**src/rtl/riscv_fetch_unit.sv**
```systemverilog
`default_nettype none
// +----------------------------------------------------------------------------+
// | Module      : riscv_fetch_unit                                             |
// | Description : Instruction fetch front end. Issues in-order word reads to   |
// |               instruction memory, tracks each request's PC in a small      |
// |               queue, buffers responses in a FIFO and presents {inst, pc}   |
// |               to decode with a valid/ready handshake. A redirect flushes   |
// |               the buffer and drops responses to requests already in flight.|
// | Options     : define RISCV_FETCH_ALIGN_CHECK_EN to add fetch_misalign_o    |
// |               and a fault state entered on a misaligned redirect.          |
// | Revision    : 1.0 - initial release                                        |
// +----------------------------------------------------------------------------+
module riscv_fetch_unit #(
  parameter logic [31:0] RESET_PC   = 32'h0000_0000,
  parameter int unsigned FIFO_DEPTH = 4
) (
  input  logic        clk,
  input  logic        rst,
  input  logic        fetch_en_i,
  input  logic        redirect_i,
  input  logic [31:0] redirect_pc_i,
  output logic        imem_req_o,
  output logic [31:0] imem_addr_o,
  input  logic        imem_gnt_i,
  input  logic        imem_rvalid_i,
  input  logic [31:0] imem_rdata_i,
  output logic        inst_valid_o,
  output logic [31:0] inst_o,
  output logic [31:0] inst_pc_o,
`ifdef RISCV_FETCH_ALIGN_CHECK_EN
  output logic        fetch_misalign_o,
`endif
  input  logic        inst_ready_i
);

  localparam int unsigned c_AW = (FIFO_DEPTH > 1) ? $clog2(FIFO_DEPTH) : 1;
  localparam int unsigned c_CW = c_AW + 1;
  localparam logic [c_CW+1:0] c_DEPTH = (c_CW + 2)'(FIFO_DEPTH);
`ifdef RISCV_FETCH_ALIGN_CHECK_EN
  localparam logic c_ALIGN_CHECK = 1'b1;
`else
  localparam logic c_ALIGN_CHECK = 1'b0;
`endif

  typedef enum logic [0:0] {
    S_RUN   = 1'b0,
    S_FAULT = 1'b1
  } state_t;

  state_t            r_state;
  state_t            w_state_nxt;
  logic [31:0]       r_fetch_pc;
  logic [c_CW-1:0]   r_outst;
  logic [c_CW-1:0]   r_kill;
  logic [c_CW-1:0]   r_count;
  logic [c_AW-1:0]   r_wptr;
  logic [c_AW-1:0]   r_rptr;
  logic [c_AW-1:0]   r_pq_wptr;
  logic [c_AW-1:0]   r_pq_rptr;
  logic [31:0]       r_pq        [FIFO_DEPTH];
  logic [31:0]       r_fifo_inst [FIFO_DEPTH];
  logic [31:0]       r_fifo_pc   [FIFO_DEPTH];

  logic              w_issue;
  logic              w_live;
  logic              w_push;
  logic              w_pop;
  logic              w_misaligned;
  logic [c_CW+1:0]   w_credit;

  // Every slot already promised (in flight, being killed, or buffered) counts
  // against the FIFO, so a response can never find the buffer full.
  assign w_credit     = {2'b00, r_outst} + {2'b00, r_kill} + {2'b00, r_count};
  assign w_issue      = imem_req_o & imem_gnt_i;
  assign w_live       = imem_rvalid_i & (r_kill == '0);
  assign w_push       = w_live & ~redirect_i;
  assign w_pop        = inst_valid_o & inst_ready_i;
  assign w_misaligned = c_ALIGN_CHECK & (redirect_pc_i[1:0] != 2'b00);

  assign imem_addr_o  = r_fetch_pc;
  assign inst_valid_o = (r_count != '0);
  assign inst_o       = inst_valid_o ? r_fifo_inst[r_rptr] : 32'h0;
  assign inst_pc_o    = inst_valid_o ? r_fifo_pc[r_rptr]   : 32'h0;
`ifdef RISCV_FETCH_ALIGN_CHECK_EN
  assign fetch_misalign_o = (r_state == S_FAULT);
`endif

  // State register.
  always_ff @(posedge clk or posedge rst) begin
    if (rst) r_state <= S_RUN;
    else     r_state <= w_state_nxt;
  end

  // Next state and request generation; a fault only clears on an aligned redirect.
  always_comb begin
    w_state_nxt = r_state;
    imem_req_o  = 1'b0;
    case (r_state)
      S_RUN: begin
        imem_req_o = fetch_en_i & ~redirect_i & (w_credit < c_DEPTH);
        if (redirect_i && w_misaligned) w_state_nxt = S_FAULT;
      end
      S_FAULT: begin
        if (redirect_i && !w_misaligned) w_state_nxt = S_RUN;
      end
      default: w_state_nxt = S_RUN;
    endcase
  end

  // Fetch address: redirect target (word aligned) or advance on each grant.
  always_ff @(posedge clk or posedge rst) begin
    if (rst)             r_fetch_pc <= RESET_PC;
    else if (redirect_i) r_fetch_pc <= {redirect_pc_i[31:2], 2'b00};
    else if (w_issue)    r_fetch_pc <= r_fetch_pc + 32'd4;
  end

  // In-flight and kill counters; on redirect every live outstanding read that
  // does not return this very cycle becomes a read to drop.
  always_ff @(posedge clk or posedge rst) begin
    if (rst) begin
      r_outst <= '0;
      r_kill  <= '0;
    end else if (redirect_i) begin
      r_outst <= '0;
      r_kill  <= r_kill + r_outst - c_CW'(imem_rvalid_i);
    end else begin
      r_outst <= r_outst + c_CW'(w_issue) - c_CW'(w_live);
      if (imem_rvalid_i && (r_kill != '0)) r_kill <= r_kill - c_CW'(1);
    end
  end

  // Per-request PC queue pointers; flushed with the outstanding count.
  always_ff @(posedge clk or posedge rst) begin
    if (rst) begin
      r_pq_wptr <= '0;
      r_pq_rptr <= '0;
    end else if (redirect_i) begin
      r_pq_wptr <= '0;
      r_pq_rptr <= '0;
    end else begin
      if (w_issue) r_pq_wptr <= r_pq_wptr + c_AW'(1);
      if (w_live)  r_pq_rptr <= r_pq_rptr + c_AW'(1);
    end
  end

  // PC queue storage, written with the address of each granted request.
  always_ff @(posedge clk) begin
    if (w_issue) r_pq[r_pq_wptr] <= r_fetch_pc;
  end

  // Instruction FIFO pointers and occupancy; redirect empties it.
  always_ff @(posedge clk or posedge rst) begin
    if (rst) begin
      r_wptr  <= '0;
      r_rptr  <= '0;
      r_count <= '0;
    end else if (redirect_i) begin
      r_wptr  <= '0;
      r_rptr  <= '0;
      r_count <= '0;
    end else begin
      if (w_push) r_wptr <= r_wptr + c_AW'(1);
      if (w_pop)  r_rptr <= r_rptr + c_AW'(1);
      r_count <= r_count + c_CW'(w_push) - c_CW'(w_pop);
    end
  end

  // Instruction FIFO storage: response data paired with its request PC.
  always_ff @(posedge clk) begin
    if (w_push) begin
      r_fifo_inst[r_wptr] <= imem_rdata_i;
      r_fifo_pc[r_wptr]   <= r_pq[r_pq_rptr];
    end
  end

endmodule
`default_nettype wire

```
**config.mk**
```make
export PLATFORM = sky130hd
export DESIGN_NAME = riscv_fetch_unit
export DESIGN_NICKNAME = d
export VERILOG_FILES = /design/src/rtl/riscv_fetch_unit.sv
export SDC_FILE = /design/constraint.sdc
export NUM_CORES = 1
export LEC_CHECK = 0
export ABC_AREA = 1
export CORE_UTILIZATION = 53
export CTS_BUF_LIST = sky130_fd_sc_hd__clkbuf_4 sky130_fd_sc_hd__clkbuf_8
export DETAILED_ROUTE_END_ITERATION = 12
export PLACE_DENSITY = 0.78
export RECOVER_POWER = 50
export SETUP_SLACK_MARGIN = 0.05
export SLEW_MARGIN = 25
export SYNTH_ARGS = -nofsm -noshare
export SYNTH_HDL_FRONTEND = slang
export SYNTH_SLANG_ARGS = --single-unit
```
**constraint.sdc**
```tcl
create_clock -name clk -period 4.25 [get_ports clk]
set_input_delay 0.85 -clock clk [delete_from_list [all_inputs] [get_ports clk]]
set_output_delay 0.85 -clock clk [all_outputs]
set_load 0.02 [all_outputs]
```
Word level (Yosys, flattened, before mapping)
Memory sizes are Yosys's and may differ from the RTL's. Index checks and enable logic that the tools add are counted.

Memory bits (read-only): 0. Memory bits (writable): 384. Flip-flop bits (word level): 50. Bits of input ports: 71. Latch bits: 0. Memories kept: 3.

Memories: r_fifo_inst (depth 4, bits a word 32, read ports 1, clocked after memory_dff 0, write ports 1, RTL line 61) `logic [31:0] r_fifo_inst [FIFO_DEPTH];`; r_fifo_pc (depth 4, bits a word 32, read ports 1, clocked after memory_dff 0, write ports 1, RTL line 62) `logic [31:0] r_fifo_pc [FIFO_DEPTH];`; r_pq (depth 4, bits a word 32, read ports 1, clocked after memory_dff 0, write ports 1, RTL line 60) `logic [31:0] r_pq [FIFO_DEPTH];`.

Multiply operators: 0. Bitwise operators: 8. Div/mod/pow operators: 0. Magnitude comparators: 1. Shifts and indexed selects: 0. $add $sub $neg: 14. Equality and inequality tests: 0. Reductions and logical operators: 9. Multiplexer cells: 23.

Operators with widths (count): 32-bit two-way mux (4); 32-bit by 3-bit adder with 32-bit output, second input constant (1); 2-bit two-way mux (8); 3-bit two-way mux (4); 2-bit nonzero test (5); 3-bit by 1-bit subtractor with 3-bit output (3); 2-bit by 1-bit adder with 2-bit output, second input constant (4); 3-bit by 1-bit adder with 3-bit output (2); 1-bit bitwise AND (6); 1-bit two-way mux (6); 3-bit nonzero test (2); 4-bit by 3-bit adder with 5-bit output (1); 5-bit by 3-bit less-than comparator with 1-bit output, second input constant (1); 3-bit by 3-bit adder with 4-bit output (1); 3-bit adder (1); 3-bit logical NOT (1); 3-bit by 1-bit subtractor with 3-bit output, second input constant (1); 1-bit NOT (2); 1-bit one-hot mux with 2 select lines (1); 1-bit logical AND (1).

Depth between registers and ports, before layout
Gate-level depths: netlist (run 1).

Word-level depth: 9. Gate-level depth with buffers: 17.

Least setup slack after synthesis (run 1)
No wires, ideal clock.

Kind: input to register. Start point: input port imem_rvalid_i. End point: memory r_fifo_inst[0][0], enable pin. Arrival time: 4.107 ns. Stages: 6. Required time: 3.768 ns. Setup slack: -0.339 ns. Library setup time: 0.482 ns. Cells stage by stage: inv_1 > nor3_1 > inv_1 > nor2_1 > inv_1 > nor2_1.

Word-level cells in the longest chain between the ends: 4.

RTL lines: from (decl) (RTL line 25) `input logic imem_rvalid_i,`; 1-bit bitwise AND (RTL line 75) `assign w_live = imem_rvalid_i & (r_kill == '0);`; 1-bit bitwise AND (RTL line 76) `assign w_push = w_live & ~redirect_i;`; 1-bit two-way mux (RTL line 170) `if (w_push) begin`; 1-bit two-way mux (implied by the code) (RTL line 171) `r_fifo_inst[r_wptr] <= imem_rdata_i;`; to (decl) (RTL line 61).

Every way passes these cells.

Worst setup path in the final report (run 1)
Start point: register r_rptr[1]. End point: output port inst_pc_o[13].

Word-level cells in the longest chain between the ends: 2.

RTL lines: from (decl) (RTL line 57) `logic [c_AW-1:0] r_rptr;`; from (signal assigned) (RTL line 163) `if (w_pop) r_rptr <= r_rptr + c_AW'(1);`; memory 4 x 32 bit; 32-bit two-way mux (RTL line 83) `assign inst_pc_o = inst_valid_o ? r_fifo_pc[r_rptr] : 32'h0;`; to (decl) (RTL line 29) `output logic [31:0] inst_pc_o,`.

Every way passes these cells.

==> out/results.md, run 1 <==
• startpoint of the worst setup timing path: r_rptr[1]$_DFFE_PP0P_
• drt first pass iters: 4
• peak per-stage delay on the critical path: 660 ps
• root buf cell: sky130_fd_sc_hd__clkbuf_8
• total number of nets in the final design: 1834
• setup slack, reg-to-reg: 770 ps
• CTS clock-pin slew for the worst setup and hold paths: 60 ps
• routed length per placed instance: 17.5 µm
• cell type of the slowest stage on the worst timing path: sky130_fd_sc_hd__dfrtp_2
• number of filler instances in the final layout: 2394
• via count of the first global-routing pass: 12227
• number of distinct library cells after synthesis: 31
• hold crit path type: reg2reg
• max_slew headroom: -0.528
• Die Width: 184 µm
• area of the mapped netlist: 17600 µm²
• endpoint of the worst register-to-register path: r_outst[2]$_DFF_PP0_
• clock buffers created by TritonCTS: 68
• synthesis-to-finish area growth: 20.1%
• Synth Warn #: 0
• max-slew violation count: 129
• insertion delay of the later-clocked pin in the worst-skew pair: 570 ps
• instance count of the mapped netlist: 1559
• via count: 12208
• cell area power density: 589 nW/µm²
• clock tree from TritonCTS: built
• number of endpoints with negative hold slack in the final report: 0
• Async S/R FF share, synth: 0.115
• pin count of the biggest net entering global routing: 126
• most frequent cell after synthesis: sky130_fd_sc_hd__nor2_1
• fin area: 21100 µm²
• fraction of synthesized cell area taken by the top area cell type: 0.629
• Final Cycle Share: 0.934
• f_max: 252 MHz
• aggregate global routing overflow: 0
• share of final-layout standard cells stronger than drive strength 1: 0.0868
• overall track demand over capacity in global routing: 0.233
• crit path to: inst_pc_o[13]
• actual transition at the worst max-transition pin: 2280 ps
• initial drt markers: 1002
• Die H: 184 µm
• instance area at placement: 19800 µm²
• Final Critical Period: 3970 ps
• Core Rows: 66
• Main synth FF type: sky130_fd_sc_hd__edfxtp_1
• top area cells in the synthesized netlist: sky130_fd_sc_hd__edfxtp_1, sky130_fd_sc_hd__nor2_1, sky130_fd_sc_hd__dfrtp_1
• worst path cell trace: inv_2, buf_12, nor2_1, o21ai_0, a21oi_1, clkdlybuf4s50_1
• Ports: 169
• area enclosed by the die boundary: 33900 µm²
• post-synthesis cell type with the largest combined area: sky130_fd_sc_hd__edfxtp_1
• minimum setup slack in the final design: 281 ps
• via-per-instance ratio: 5.48
• port buffer count: 162
• CTS H-tree depth: 3
• Core Box Area: 32500 µm²
• Max IR drop VDD: 0.000398 V
• number of hold buffers added after cts: 0
• number of flip-flops and latches in the synthesized netlist: 416
• mean instance size in the synthesized netlist: 11.3 µm²
• Worst Reg2Reg Path Length in Cells: 15
• sinks on the clock net: 416
• number of antenna violations at the first check in global routing: 2
• largest driver fanout on the critical path: 34
• starting density of the core: 0.540
• Synth top cells by count: sky130_fd_sc_hd__nor2_1, sky130_fd_sc_hd__edfxtp_1, sky130_fd_sc_hd__o21ai_0, sky130_fd_sc_hd__nand2_1, sky130_fd_sc_hd__a21oi_1
• run status: complete, but fails checks
• total length of routed wires: 39100 µm
• number of failing setup endpoints in the final timing report: 0
• setup repair after global routing missed its margin: no
• Routed Antenna Nets: 0
• Clock Tree Buf Depth: 3
• number of violations of the max-capacitance limit: 4
• detailed-route DRC error count: 0
• worst path required time: 3400 ps
• Post-Place Worst Slack: 695 ps
• crit path launch type: flip-flop
• leakage power: 7.53 nW
• violated checks: max-capacitance violations, max-slew violations
• number of flops mapped to enable cells by yosys: 368
• global-route wire length before repair: 61100 µm
• final setup skew: 24.9 ps
• Post-Route Utilization: 0.648
• Setup CP Type: reg2out
• startpoint of the most critical register-to-register path: r_outst[1]$_DFF_PP0_
• signal arrival time at the worst endpoint: 3120 ps
• kind of end point of the critical path: output pin
• weighted congestion reported at the end of routability-driven placement: 0.886
• portion of the post-synthesis area used by sequential elements: 0.698
• detailed placer's ending HPWL: 23700 µm
[through the flow]
stage | cells | setup TNS, ps | hold slack [ps] | power (W)
after floorplan | 1562 | -84160 | 459 | 0.00746
after global placement | 2108 | 0 | 480 | 0.00902
after detailed placement | 2108 | 0 | 488 | 0.00914
after CTS | 2227 | 0 | 506 | 0.0125
after global routing | 2227 | 0 | 532 | 0.0131
final | 2229 | 0 | 504 | 0.0124
[power breakdown]
group | total (W) | internal, W | leakage [nW] | switching [W]
clock network | 0.00339 | 0.00189 | 0.703 | 0.00150
logic | 0.00379 | 0.00145 | 2.91 | 0.00234
registers | 0.00525 | 0.00492 | 3.92 | 0.000338
total | 0.0124 | 0.00826 | 7.53 | 0.00418
[worst max-delay path, delay by kind of cell, from the launching register on]
kind | cells | cell delay [ps]
buffers and inverters | 3 | 1370
DFF | 1 | 660
AOI/OAI and AO/OA | 2 | 360
and+or+nand+nor | 1 | 120
[flip-flops by register name, summed over array words and instances, names as in the netlist]
register     flops
imem_addr_o     30
r_count          3
r_fifo_inst    128
r_fifo_pc      120
r_kill           3
r_outst          3
r_pq           120
r_pq_rptr        2
r_pq_wptr        2
r_rptr           2
r_state          1
r_wptr           2
[metal layers]
| metal | share of wire | global-route usage | vias up | wire (µm) |
|---|---|---|---|---|
| met1 | 0.41 | 0.295 | 5855 | 16100 |
| li1 | - | - | 5757 | - |
| met3 | 0.079 | 0.0471 | 91 | 3110 |
| met2 | 0.48 | 0.396 | 501 | 18800 |
| met5 | 0.00056 | 0 | - | 22 |
| met4 | 0.026 | 0.0857 | 4 | 1020 |
[cell families after synthesis]
group / count (synthesis) / share of synthesized area
simple gates: 646 / 0.148
flops: 416 / 0.698
compound gates: 305 / 0.0893
buf+inv: 148 / 0.0348
fa+ha+maj: 27 / 0.0218
xor+xnor: 16 / 0.00798
other cells: 1 / 0.000214
[repair_timing]
| action | in CTS | in global routing |
|---|---|---|
| setup buffers | 0 | 0 |
| gates resized for setup | 1 | 0 |
| endpoints found under the setup margin | 1 | 0 |
| hold endpoints to repair | 0 | 0 |
[how the worst min path moves through the flow]
stage	from	endpoint	slack, ps	cells after the start
after floorplan	r_state$_DFF_PP0_	r_state$_DFF_PP0_	460	2
final	r_state$_DFF_PP0_	r_state$_DFF_PP0_	500	2
after detailed placement	r_state$_DFF_PP0_	r_state$_DFF_PP0_	490	2
after global placement	r_state$_DFF_PP0_	r_state$_DFF_PP0_	480	2
after global routing	r_state$_DFF_PP0_	r_state$_DFF_PP0_	530	2
after CTS	r_state$_DFF_PP0_	r_state$_DFF_PP0_	510	2
[cell type report]
type | instances | area, µm² | area share
inverters | 64 | 244 | 0.0116
multi-input cells | 998 | 4740 | 0.224
well taps | 442 | 553 | 0.0262
clock inverters | 21 | 160 | 0.00759
clock buffers | 98 | 1170 | 0.0553
flip-flops and latches | 416 | 12300 | 0.581
diodes | 2 | 5.00 | 0.000237
repair buffers | 188 | 1970 | 0.0935
[cell usage in the layout (no fill, tap or decap), types with 2 or more instances in the layout]
cell type and n:
sky130_fd_sc_hd__inv_2 2, sky130_fd_sc_hd__bufinv_16 2, sky130_fd_sc_hd__nand2_1 189, sky130_fd_sc_hd__dfrtp_1 46, sky130_fd_sc_hd__ha_1 21, sky130_fd_sc_hd__diode_2 2, sky130_fd_sc_hd__conb_1 4, sky130_fd_sc_hd__edfxtp_1 368
sky130_fd_sc_hd__clkinv_1 10, sky130_fd_sc_hd__clkinv_2 8, sky130_fd_sc_hd__clkinvlp_4 3, sky130_fd_sc_hd__nor2_2 6, sky130_fd_sc_hd__nor2_4 4, sky130_fd_sc_hd__inv_6 2, sky130_fd_sc_hd__inv_1 57, sky130_fd_sc_hd__clkbuf_4 29
sky130_fd_sc_hd__nand4_1 5, sky130_fd_sc_hd__nand3b_1 12, sky130_fd_sc_hd__xnor2_1 9, sky130_fd_sc_hd__clkbuf_1 4, sky130_fd_sc_hd__clkdlybuf4s50_1 127, sky130_fd_sc_hd__nand3_1 61, sky130_fd_sc_hd__dlygate4sd3_1 34, sky130_fd_sc_hd__nor2_1 364
sky130_fd_sc_hd__fa_1 6, sky130_fd_sc_hd__o21ai_0 205, sky130_fd_sc_hd__clkbuf_8 69, sky130_fd_sc_hd__o22ai_1 30, sky130_fd_sc_hd__buf_4 7, sky130_fd_sc_hd__buf_12 14, sky130_fd_sc_hd__a21oi_1 69, sky130_fd_sc_hd__xor2_1 7
sky130_fd_sc_hd__nand2_2 2
(Power assumes the default switching activity.)
==> inputs of run 2 (changes only) <==
--- a/config.mk
+++ b/config.mk
@@ -9,7 +9,8 @@
 export CORE_UTILIZATION = 53
 export CTS_BUF_LIST = sky130_fd_sc_hd__clkbuf_4 sky130_fd_sc_hd__clkbuf_8
 export DETAILED_ROUTE_END_ITERATION = 12
-export PLACE_DENSITY = 0.78
+export GPL_ROUTABILITY_DRIVEN = 1
+export PLACE_DENSITY = 0.85
 export RECOVER_POWER = 50
 export SETUP_SLACK_MARGIN = 0.05
 export SLEW_MARGIN = 25
==> run 2 against run 1 <==
The run still ends with max-capacitance violations, max-slew violations left. Sequential share of layout area grew 0.40 points. Die area is the same. Combinational power shrank 1%. Sequential power grew 0.8%. Total power shrank 0.92%. Via count grew 1.9%. Critical path depth is the same. Clock-buffer cell count shrank 7.
==> out/results.md, run 2 (synthesized netlist as in run 1, its figures left out) <==
• starting density of the core: 0.540, unchanged
• worst hold start: r_state$_DFF_PP0_, unchanged
• number of filler instances in the final layout: 2375, was 2394
• pin count of the biggest net entering global routing: 82, was 126
• number of failing setup endpoints in the final timing report: 0, unchanged
• via-per-instance ratio: 5.59, was 5.48
• area enclosed by the die boundary: 33900 µm², unchanged
• root buf cell: sky130_fd_sc_hd__clkbuf_8, unchanged
• crit path launch type: flip-flop, unchanged
• startpoint of the most critical register-to-register path: r_kill[0]$_DFFE_PP0P_, was r_outst[1]$_DFF_PP0_
• Routed Antenna Nets: 0, unchanged
• initial drt markers: 1050, was 1002
• Post-Place Worst Slack: 647 ps, was 695 ps
• detailed-route DRC error count: 0, unchanged
• f_max: 254 MHz, was 252 MHz
• delay-heaviest family, CP: buffers and inverters, unchanged
• via count of the first global-routing pass: 12338, was 12227
• commonest cells after routing, fill and taps aside: sky130_fd_sc_hd__edfxtp_1, sky130_fd_sc_hd__nor2_1, sky130_fd_sc_hd__o21ai_0, unchanged
• overall track demand over capacity in global routing: 0.239, was 0.233
• cell area power density: 588 nW/µm², was 589 nW/µm²
• Setup CP Type: reg2out, unchanged
• Clock Tree Buf Depth: 3, unchanged
• Final Cycle Share: 0.926, was 0.934
• CTS clock-pin slew for the worst setup and hold paths: 60 ps, about the same
• CTS H-tree depth: 3, unchanged
• number of antenna violations at the first check in global routing: 6, was 2
• total length of routed wires: 40400 µm, was 39100 µm
• Max IR drop VDD: 0.000265 V, was 0.000398 V
• Worst Reg2Reg Path Length in Cells: 9, was 15
• detailed placer's ending HPWL: 23900 µm, was 23700 µm
• endpoint of the worst register-to-register path: r_fifo_inst[2][27]$_DFFE_PP_, was r_outst[2]$_DFF_PP0_
• biggest registers after layout: r_fifo_inst: 128 flops, r_fifo_pc: 120 flops, r_pq: 120 flops, unchanged
• weighted congestion reported at the end of routability-driven placement: 0.872, was 0.886
• via count: 12435, was 12208
• largest driver fanout on the critical path: 50, was 34
• max-slew violation count: 202, was 129
• number of cells in the finished layout apart from fillers: 2226, was 2229
• flip-flop count of the largest register after layout: 128, unchanged
• share of final-layout standard cells stronger than drive strength 1: 0.0843, was 0.0868
• Worst path depth: 6, unchanged
• routed length per placed instance: 18.1 µm, was 17.5 µm
• number of endpoints with negative hold slack in the final report: 0, unchanged
• worst hold stages: 2, unchanged
• worst path required time: 3400 ps, about the same
• signal arrival time at the worst endpoint: 3090 ps, was 3120 ps
• max_slew headroom: -0.540, was -0.528
• dominant cell type by count on the critical path: sky130_fd_sc_hd__nor2_1
• setup fix buffers added after clock tree synthesis: 0, unchanged
• minimum setup slack in the final design: 315 ps, was 281 ps
• number of cells after detailed placement: 2108, unchanged
• storage element area: 12300 µm², unchanged
• worst path cell trace: buf_4, nor2_1, nor2_1, o21ai_0, a21oi_1, clkdlybuf4s50_1, was inv_2, buf_12, nor2_1, o21ai_0, a21oi_1, clkdlybuf4s50_1
• Die Width: 184 µm, unchanged
• sinks on the clock net: 416, unchanged
• Die H: 184 µm, unchanged
• number of violations of the max-capacitance limit: 4, unchanged
• insertion delay of the later-clocked pin in the worst-skew pair: 600 ps, was 570 ps
• Multi-input gate area: 4740 µm², about the same
• actual transition at the worst max-transition pin: 2300 ps, was 2280 ps
• setup slack, reg-to-reg: 730 ps, was 770 ps
• drt first pass iters: 5, was 4
• clock buffers created by TritonCTS: 67, was 68
• global-route wire length before repair: 62500 µm, was 61100 µm
• hold crit path type: reg2reg, unchanged
• clock tree from TritonCTS: built, unchanged
• leakage power: 7.52 nW, was 7.53 nW
• Core Rows: 66, unchanged
• synthesis-to-finish area growth: 19.3%, was 20.1%
• final setup skew: 32.8 ps, was 24.9 ps
• aggregate global routing overflow: 0, unchanged
• cell type of the slowest stage on the worst timing path: sky130_fd_sc_hd__dfrtp_4, was sky130_fd_sc_hd__dfrtp_2
• run status: complete, but fails checks, unchanged
• violated checks: max-capacitance violations, max-slew violations, unchanged
• Ports: 169, unchanged
• port buffer count: 162, unchanged
• kind of end point of the critical path: output pin, unchanged
• Worst Hold Endpoint: r_state$_DFF_PP0_, unchanged
• total number of nets in the final design: 1833, was 1834
• Final Critical Period: 3940 ps, was 3970 ps
• most frequent standard cell in the layout excluding fill and tap cells: sky130_fd_sc_hd__edfxtp_1, unchanged
• largest register by flop count: r_fifo_inst, unchanged
• WP buf/inv: 2, was 3
• setup repair after global routing missed its margin: no, unchanged
• peak per-stage delay on the critical path: 800 ps, was 660 ps
• Core Box Area: 32500 µm², unchanged
-- run 2: changes by cell type in the layout (fill, tap and decap cells not counted), moves of 3 or more --
| cell | delta |
|---|---|
| sky130_fd_sc_hd__buf_4 | +10 |
| sky130_fd_sc_hd__dlygate4sd3_1 | +31 |
| sky130_fd_sc_hd__diode_2 | +3 |
| sky130_fd_sc_hd__buf_12 | -8 |
| sky130_fd_sc_hd__clkdlybuf4s50_1 | -31 |
| sky130_fd_sc_hd__clkbuf_4 | -7 |
-- run 2: report_power, final --
part / switching (W) / leakage [nW] / internal (W)
clock network: 0.00151 / 0.665 / 0.00176
registers: 0.000376 / 3.92 / 0.00491
logic: 0.00233 / 2.93 / 0.00142
-- run 2: metal layers --
layer,vias up,wire length (µm),global-route usage
met5,-,25,0
met4,4,1060,0.100
met3,89,3460,0.0456
met2,629,19900,0.407
met1,5961,15900,0.300
li1,5752,-,-
-- run 2: cell type report --
| class | instances | share of cell area |
|---|---|---|
| inverters | 64 | 0.0116 |
| well taps | 442 | 0.0264 |
| multi-input cells | 998 | 0.226 |
| diodes | 5 | 0.000597 |
| repair buffers | 188 | 0.0899 |
| flip-flops and latches | 416 | 0.585 |
| clock inverters | 22 | 0.00681 |
| clock buffers | 91 | 0.0532 |
-- run 2: metrics by stage --
| step | cell area, µm² | setup TNS [ps] | utilization | hold slack [ps] | power [W] |
|---|---|---|---|---|---|
| global placement | 19700 | 0 | 0.606 | 488 | 0.00899 |
| finish | 21000 | 0 | 0.644 | 514 | 0.0123 |
| global route | 20900 | 0 | 0.644 | 539 | 0.0129 |
| detailed placement | 19700 | 0 | 0.606 | 510 | 0.00913 |
| CTS | 21000 | 0 | 0.644 | 520 | 0.0124 |
| floorplan | 17600 | -84160 | - | 459 | 0.00746 |
-- run 2: what timing repair did --
| item | CTS | global route |
|---|---|---|
| hold buffers | 0 | 0 |
| resized for setup | 0 | 1 |
| endpoints found under the setup margin | 0 | 1 |
-- run 2: tightest hold or removal path, cell delays in order (launching register included) --
cell and delay [ps]:
sky130_fd_sc_hd__dfrtp_1 390, sky130_fd_sc_hd__inv_1 60, sky130_fd_sc_hd__nor2_1 40
-- run 2: how the worst max path moves through the flow --
stage	from	endpoint
finish	r_rptr[0]$_DFFE_PP0P_	inst_pc_o[13]
global route	r_rptr[0]$_DFFE_PP0P_	inst_pc_o[4]
CTS	r_outst[1]$_DFF_PP0_	imem_req_o
detailed placement	imem_rvalid_i	r_count[2]$_DFF_PP0_
global placement	imem_rvalid_i	r_count[2]$_DFF_PP0_
floorplan	imem_rvalid_i	r_fifo_inst[0][0]$_DFFE_PP_
==> inputs of run 3 (changes only) <==
--- a/config.mk
+++ b/config.mk
@@ -6,6 +6,7 @@
 export NUM_CORES = 1
 export LEC_CHECK = 0
 export ABC_AREA = 1
+export CORE_MARGIN = 2
 export CORE_UTILIZATION = 53
 export CTS_BUF_LIST = sky130_fd_sc_hd__clkbuf_4 sky130_fd_sc_hd__clkbuf_8
 export DETAILED_ROUTE_END_ITERATION = 12
==> run 3 against run 2 <==
The flow still finishes with violations (max-capacitance violations, max-slew violations). Total power fell by 0.42%. Routed wire length fell by 2.1%. Combinational power rose by 2%. Final cell count fell by 0.27%. Design area fell by 0.33%. Non-clock buffer count fell by 2. Clock-buffer cell count fell by 6. Sequential share of layout area rose by 0.19 points. Sequential power barely moved. Clock skew fell by 11 ps. Register-to-register slack improved by 30 ps. Worst setup slack improved by 3.5 ps. Critical endpoint is now imem_req_o. Largest cell class unchanged.
==> out/results.md, run 3 (synthesized netlist as in run 1, its figures left out) <==
• run status: complete, but fails checks, unchanged
• violated checks: max-capacitance violations, max-slew violations, unchanged
• fin area: 20900 µm², was 21000 µm²
• aggregate global routing overflow: 0, unchanged
• Die H: 186 µm, was 184 µm
• Clock Tree Buf Depth: 3, unchanged
• port buffer count: 162, unchanged
• setup repair after global routing missed its margin: no, unchanged
• Post-Route Utilization: 0.640, was 0.644
• cell area power density: 587 nW/µm², was 588 nW/µm²
• global-route wire length before repair: 61000 µm, was 62500 µm
• Switch Pwr: 0.00421 W, was 0.00422 W
• number of filler instances in the final layout: 2344, was 2375
• area enclosed by the die boundary: 34600 µm², was 33900 µm²
• number of endpoints with negative hold slack in the final report: 0, unchanged
• commonest cells after routing, fill and taps aside: sky130_fd_sc_hd__edfxtp_1, sky130_fd_sc_hd__nor2_1, sky130_fd_sc_hd__o21ai_0, unchanged
• flip-flop count of the largest register after layout: 128, unchanged
• number of antenna violations at the first check in global routing: 5, was 6
• sinks on the clock net: 416, unchanged
• signal arrival time at the worst endpoint: 3080 ps, was 3090 ps
• max_slew headroom: -0.492, was -0.540
• clock network fraction of total power: 0.261, was 0.266
• largest driver fanout on the critical path: 3, was 50
• Routed Antenna Nets: 0, unchanged
• total number of nets in the final design: 1830, was 1833
• worst path cell trace: inv_1, fa_1, a21oi_1, fa_1, nor2_1, nand3_1, a21oi_2, nand2_1, inv_1, dlygate4sd2_1, was buf_4, nor2_1, nor2_1, o21ai_0, a21oi_1, clkdlybuf4s50_1
• number of failing setup endpoints in the final timing report: 0, unchanged
• clock tree from TritonCTS: built, unchanged
• total of cells resized after clock tree synthesis: 1, was 0
• final setup skew: 21.5 ps, was 32.8 ps
• weighted congestion reported at the end of routability-driven placement: 0.928, was 0.872
• number of hold buffers added after cts: 0, unchanged
• Setup CP Type: reg2out, unchanged
• crit path launch type: flip-flop, unchanged
• total internal power: 0.00806 W, was 0.00810 W
• Final Cycle Share: 0.925, was 0.926
• initial drt markers: 1169, was 1050
• share of final-layout standard cells stronger than drive strength 1: 0.0795, was 0.0843
• clock buffers created by TritonCTS: 66, was 67
• number of cells in the finished layout apart from fillers: 2220, was 2226
• setup slack, reg-to-reg: 760 ps, was 730 ps
• hold crit path type: reg2reg, unchanged
• biggest registers after layout: r_fifo_inst: 128 flops, r_fifo_pc: 120 flops, r_pq: 120 flops, unchanged
• CTS H-tree depth: 3, unchanged
• max-slew violation count: 281, was 202
• detailed placer's ending HPWL: 22800 µm, was 23900 µm
• overall track demand over capacity in global routing: 0.227, was 0.239
• worst hold stages: 2, unchanged
• most frequent standard cell in the layout excluding fill and tap cells: sky130_fd_sc_hd__edfxtp_1, unchanged
• setup fix buffers added after clock tree synthesis: 0, unchanged
• largest register by flop count: r_fifo_inst, unchanged
• setup total negative slack: 0 ps, unchanged
• cell type of the slowest stage on the worst timing path: sky130_fd_sc_hd__fa_1, was sky130_fd_sc_hd__dfrtp_4
• routed length per placed instance: 17.8 µm, was 18.1 µm
• Worst Reg2Reg Path Length in Cells: 10, was 9
• via-per-instance ratio: 5.55, was 5.59
• starting density of the core: 0.538, was 0.540
• f_max: 254 MHz, about the same
• Max IR drop VDD: 0.000368 V, was 0.000265 V
• synthesis-to-finish area growth: 18.9%, was 19.3%
• total length of routed wires: 39500 µm, was 40400 µm
• peak per-stage delay on the critical path: 510 ps, was 800 ps
• root buf cell: sky130_fd_sc_hd__clkbuf_8, unchanged
• part of the total power dissipated in sequential elements: 0.429, about the same
• detailed-route DRC error count: 0, unchanged
• drt first pass iters: 7, was 5
• kind of end point of the critical path: output pin, unchanged
• Hold Slack: 499 ps, was 514 ps
• via count: 12329, was 12435
• actual transition at the worst max-transition pin: 2230 ps, was 2300 ps
• Final Critical Period: 3930 ps, was 3940 ps
• worst path required time: 3400 ps, about the same
• Core Box Area: 32600 µm², was 32500 µm²
• via count of the first global-routing pass: 12219, was 12338
• Core Rows: 66, unchanged
• switching portion of total power: 0.343, about the same
• Ports: 169, unchanged
• insertion delay of the later-clocked pin in the worst-skew pair: 590 ps, was 600 ps
• Die Width: 186 µm, was 184 µm
• CTS clock-pin slew for the worst setup and hold paths: 60 ps, about the same
• number of cells after detailed placement: 2106, was 2108
• pin count of the biggest net entering global routing: 126, was 82
• leakage power: 7.44 nW, was 7.52 nW
• instance area at placement: 19700 µm², about the same
• part of the power in combinational logic: 0.310, was 0.305
• number of violations of the max-capacitance limit: 5, was 4
## run 3: cell count changes in the layout (fill, tap and decap cells not counted), moves of 3 or more
cell,before,now
sky130_fd_sc_hd__clkbuf_2,1,4
sky130_fd_sc_hd__dlygate4sd3_1,65,35
sky130_fd_sc_hd__clkdlybuf4s50_1,96,126
sky130_fd_sc_hd__buf_4,17,13
sky130_fd_sc_hd__clkbuf_4,22,18
sky130_fd_sc_hd__clkinv_1,11,14
## run 3: worst max-delay path, delay by kind of cell, from the launching register on
| family | cells | cell delay (ps) |
|---|---|---|
| DFF | 1 | 410 |
| adders and majority gates | 2 | 960 |
| and+or+nand+nor | 3 | 280 |
| buffers and inverters | 3 | 470 |
| AOI/OAI and AO/OA | 2 | 370 |
## run 3: per-layer routing
| metal | up-vias | routed length [µm] | GRT usage |
|---|---|---|---|
| met5 | - | 13 | 0 |
| met4 | 2 | 712 | 0.0803 |
| met3 | 68 | 3530 | 0.0470 |
| met2 | 552 | 19200 | 0.379 |
| met1 | 5964 | 16100 | 0.297 |
| li1 | 5743 | - | - |
## run 3: path summary, 6_finish.rpt
path                                             from                         to
worst max-delay path             r_outst[1]$_DFF_PP0_                 imem_req_o
worst min-delay path                r_state$_DFF_PP0_          r_state$_DFF_PP0_
worst max register to register  r_kill[0]$_DFFE_PP0P_  r_fifo_pc[1][8]$_DFFE_PP_
worst min register to register      r_state$_DFF_PP0_          r_state$_DFF_PP0_
max in group asynchronous                         rst      r_rptr[0]$_DFFE_PP0P_
min in group asynchronous                         rst      r_kill[0]$_DFFE_PP0P_
## run 3: layout make-up
type,instances,area (µm²),share of cell area
Tap cell,442,553,0.0265
Clock buffer,85,1060,0.0506
Sequential cell,416,12300,0.587
Timing Repair Buffer,186,1850,0.0884
Multi-Input combinational cell,998,4740,0.227
Clock inverter,24,170,0.00815
Inverter,64,244,0.0117
Antenna cell,5,12.5,0.000599
## run 3: power by group through the flow
stage               clock, W  combinational, W  sequential, W
finish               0.00320           0.00381        0.00526
detailed placement         0           0.00383        0.00532
CTS                  0.00325           0.00385        0.00524
global route         0.00340           0.00418        0.00530
floorplan                  0           0.00218        0.00529
global placement           0           0.00372        0.00530
## run 3: per-stage QoR
stage / power (W) / setup slack (ps)
floorplan: 0.00746 / -339
CTS: 0.0123 / 269
detailed placement: 0.00915 / 642
global placement: 0.00902 / 701
global route: 0.0129 / 126
finish: 0.0123 / 318
